[config.mk]
export PLATFORM = sky130hd
export DESIGN_NAME = xor_stream_checksum
export DESIGN_NICKNAME = d
export VERILOG_FILES = /design/src/rtl/xor_stream_checksum.sv
export SDC_FILE = /design/constraint.sdc
export NUM_CORES = 1
export LEC_CHECK = 0
export CAP_MARGIN = 15
export CORE_MARGIN = 1
export CORE_UTILIZATION = 49
export CTS_CLUSTER_DIAMETER = 50
export DETAILED_ROUTE_END_ITERATION = 16
export GPL_TIMING_DRIVEN = 1
export HOLD_SLACK_MARGIN = 0.1
export PLACE_DENSITY = 0.78
export SKIP_LAST_GASP = 1
export SYNTH_ARGS = -nofsm -noshare
export SYNTH_HDL_FRONTEND = slang
export SYNTH_SLANG_ARGS = --single-unit
[constraint.sdc]
create_clock -name clk -period 2.4 [get_ports clk]
set_clock_uncertainty 0.1 [all_clocks]
set_input_delay 0.48 -clock clk [delete_from_list [all_inputs] [get_ports clk]]
set_output_delay 0.48 -clock clk [all_outputs]
set_load 0.005 [all_outputs]
[src/rtl/xor_stream_checksum.sv]
// xor_stream_checksum: folds a LEN-word burst into a WIDTH-bit XOR checksum plus parity.
// Define XOR_ROTATE_EN to rotate the accumulator left by one before each fold (order-sensitive).
module xor_stream_checksum #(
    parameter int WIDTH = 16,
    parameter int MAX_LEN = 16,
    localparam int LW = $clog2(MAX_LEN + 1)
) (
    input  logic             clk,
    input  logic             reset,
    input  logic             start,
    input  logic [LW-1:0]    len,
    input  logic             in_valid,
    input  logic [WIDTH-1:0] in_data,
    output logic             in_ready,
    output logic [WIDTH-1:0] out,
    output logic             parity,
    output logic             out_valid,
    input  logic             out_ready,
    output logic             busy,
    output logic [LW-1:0]    count
);
    typedef enum logic [1:0] {IDLE, ACCUM, DONE} state_t;
    state_t state, next;
    logic [WIDTH-1:0] acc, fold;
    logic [LW-1:0] rem, len_c;
    logic beat;
    assign in_ready  = state == ACCUM;
    assign out_valid = state == DONE;
    assign busy      = state != IDLE;
    always_comb begin
        beat  = in_valid && in_ready;
`ifdef XOR_ROTATE_EN
        fold  = ((acc << 1) | (acc >> (WIDTH - 1))) ^ in_data;
`else
        fold  = acc ^ in_data;
`endif
        len_c = (len > LW'(MAX_LEN)) ? LW'(MAX_LEN) : len;
        next  = state == IDLE  ? (start ? (len == '0 ? DONE : ACCUM) : IDLE) :
                state == ACCUM ? ((beat && rem == LW'(1)) ? DONE : ACCUM) :
                                 (out_ready ? IDLE : DONE);
    end
    always_ff @(posedge clk) begin
        if (reset) state <= IDLE;
        else state <= next;
    end
    always_ff @(posedge clk) begin
        if (reset) begin
            acc    <= '0;
            rem    <= '0;
            count  <= '0;
            out    <= '0;
            parity <= 1'b0;
        end else begin
            if (state == IDLE && start) begin
                acc   <= '0;
                rem   <= len_c;
                count <= '0;
                if (len == '0) begin
                    out    <= '0;
                    parity <= 1'b0;
                end
            end
            if (beat) begin
                acc   <= fold;
                rem   <= rem - LW'(1);
                count <= count + LW'(1);
                if (rem == LW'(1)) begin
                    out    <= fold;
                    parity <= ^fold;
                end
            end
        end
    end
endmodule

==> flow_summary.json <==
{
  "run_status": "completed",
  "seq_area_frac_synth_pct": 41.55,
  "fp-row-count": 23,
  "layoutNonFillerInstCount": 382,
  "initial_core_util_pct": 52.69,
  "gp_congestion": 0.8205,
  "grt_pass1_wl_mm": 8.252,
  "postCtsHoldBufs": 0,
  "syn_nets": 297,
  "cts.sinks": 45,
  "die_x_um": 68.52,
  "max_freq_mhz": 429.1,
  "p_leak_nw": 1.197,
  "synth_cells": 268,
  "clock_path_buffers": 2,
  "irDropWorstVdd_mv": 0.4332,
  "critPathKind": "primary input to register",
  "synth_warnings": 0,
  "async_flop_share_pct": 0,
  "grt_overflow": 0,
  "antennaDiodeCount": 0,
  "io_buffers": 50,
  "p_per_area_nw_per_um2": 558.4,
  "hold_ws_ns": 0.3914,
  "wl_mm": 5.168,
  "vias": 2041,
  "antenna_found_initial": 0,
  "tightest_slew_ns": 0.8101,
  "drive_gt1_share_pct": 9.036,
  "tns_ns": 0,
  "worstPathArrival_ns": 2.43,
  "clk-insertion-delay-late_ns": 0.30,
  "cts_buffers": 5,
  "io_pins": 51,
  "syn_area_per_cell_um2": 8.091,
  "dpl.hpwl_mm": 3.720,
  "fin_nets": 360,
  "ant_nets": 0,
  "synth_cell_types": 32,
  "grtUsageTotal_pct": 23.87,
  "slew_viol_final": 0,
  "startpoint_type": "primary input",
  "ys_ff_latch": 45,
  "grt_pass1_vias": 1778,
  "dieArea_um2": 4695,
  "worst_setup_path_end_kind": "register",
  "path_clk_slew_ns": 0.08,
  "syn_to_final_growth_pct": 34.10,
  "ys.flop_type": "dfxtp_1",
  "hold_violations": 0,
  "die_h_um": 68.52,
  "cts-root-buf": "clkbuf_8",
  "cts_tree": "built",
  "viasPerCell": 5.343,
  "min_period_ns": 2.331,
  "core_area_um2": 4115,
  "n_fill_cell": 347,
  "dp_cells": 374,
  "h-tree-depth": 2,
  "maxSlewHeadroom_pct": 45.94,
  "first_pass_iters": 5,
  "rsz0062_at_grt": "no",
  "drv_cap": 0,
  "drtIter0Drc": 159,
  "post_drt_wl_per_cell_um": 13.53,
  "synth_enable_flop_cells": 0,
  "drc": 0,
  "finalCritPeriodShare_pct": 97.11,
  "hold_class": "register to register",
  "cp_max_fo": 3,
  "setup_violations": 0,
  "syn-cell-area_um2": 2168,
  "grt_max_degree": 26,
  "postCtsSetupRepairBufs": 0,
  "required_ns": 2.50,
  "cts_resized": 0
}
cell type report:
type / instances / area, um2 / share of cell area, %
Clock buffer: 8 / 80.08 / 2.754
Sequential cell: 45 / 900.9 / 30.98
Timing Repair Buffer: 71 / 658.1 / 22.63
Inverter: 3 / 11.26 / 0.3873
Tap cell: 50 / 62.56 / 2.151
Multi-Input combinational cell: 205 / 1195 / 41.09
final timing paths:
path,startpoint,to,slack (ns),depth (start not counted)
max,in_data[10],parity,0.07,8
min,rem[4],rem[4],0.39,1
max reg2reg,acc[10],parity,0.42,7
min reg2reg,rem[4],rem[4],0.39,1
synthesized netlist by cell type, drive strengths merged, types with 3 or more instances:
cell type	instances	area (um2)
clkbuf	11	41.29
nor2	69	261.5
a22oi	18	140.1
nand2	23	86.33
ha	3	37.54
o21ai	20	100.1
dfxtp	45	900.9
xor3	4	95.09
buf	4	20.02
a21oi	23	115.1
inv	3	11.26
xor2	21	183.9
cell usage in the layout, fill, tap and decap left out:
master,count
nor3_1,2
a221oi_1,1
a2111oi_0,1
a22oi_1,17
nand3_1,2
a21oi_1,23
nand2_1,23
nor2b_1,1
a211oi_1,2
and2_1,2
xnor2_1,2
or4_1,1
and3_1,1
a222oi_1,1
ha_1,3
o21ai_0,20
clkbuf_8,5
dfxtp_1,45
nor2b_2,1
nand2b_1,2
or3b_2,1
clkbuf_1,3
xor2_1,21
a22oi_2,1
nor2_1,68
xor3_1,4
clkdlybuf4s50_1,50
nor2_2,1
a311oi_1,2
nor3b_1,2
buf_4,21
inv_1,3
critical path, stage by stage:
cell and delay (ns):
clkdlybuf4s50_1 0.53, xor2_1 0.27, xor2_1 0.21, xnor2_1 0.14, xor3_1 0.43, xor3_1 0.21, a22oi_2 0.12, nor2_1 0.05
registers in the layout, indices dropped and copies added, names as in the netlist:
register  flops
parity        1
rem           5
state         2
acc          16
out          16
count         5
metal layers:
metal	track usage, %	part of all wire, %
met5	0	0
met4	9.115	0.89
met3	3.947	4.3
met2	38.24	48
met1	32.04	47
where the power goes:
part           total, mW  internal (mW)  switching (mW)
clock network      0.451          0.207           0.244
logic              0.383          0.213           0.170
registers          0.790          0.770          0.0201
total               1.62           1.19           0.434
metrics by stage:
step | power [mW] | cell area, um2 | setup WS (ns) | utilization (%)
2_1_floorplan | 1.045 | 2168 | 0.4244 | -
3_3_place_gp | 1.178 | 2828 | -0.2196 | 68.71
3_5_place_dp | 1.189 | 2828 | -0.2278 | 68.71
4_1_cts | 1.641 | 2908 | 0.06415 | 70.66
5_1_grt | 1.701 | 2908 | 0.01591 | 70.66
6_report | 1.624 | 2908 | 0.06932 | 70.66
cell families (layout without fill, tap and decap cells):
group | after synthesis | in the layout | share of synthesized area, %
DFF | 45 | 45 | 41.55
AOI/OAI and AO/OA | 68 | 68 | 19.16
adders and majority gates | 3 | 3 | 1.731
xor gates and xnor gates | 27 | 27 | 13.68
and+or+nand+nor | 107 | 107 | 20.54
buffers and inverters | 18 | 82 | 3.347
No activity file was read; power rests on OpenSTA's default activity.
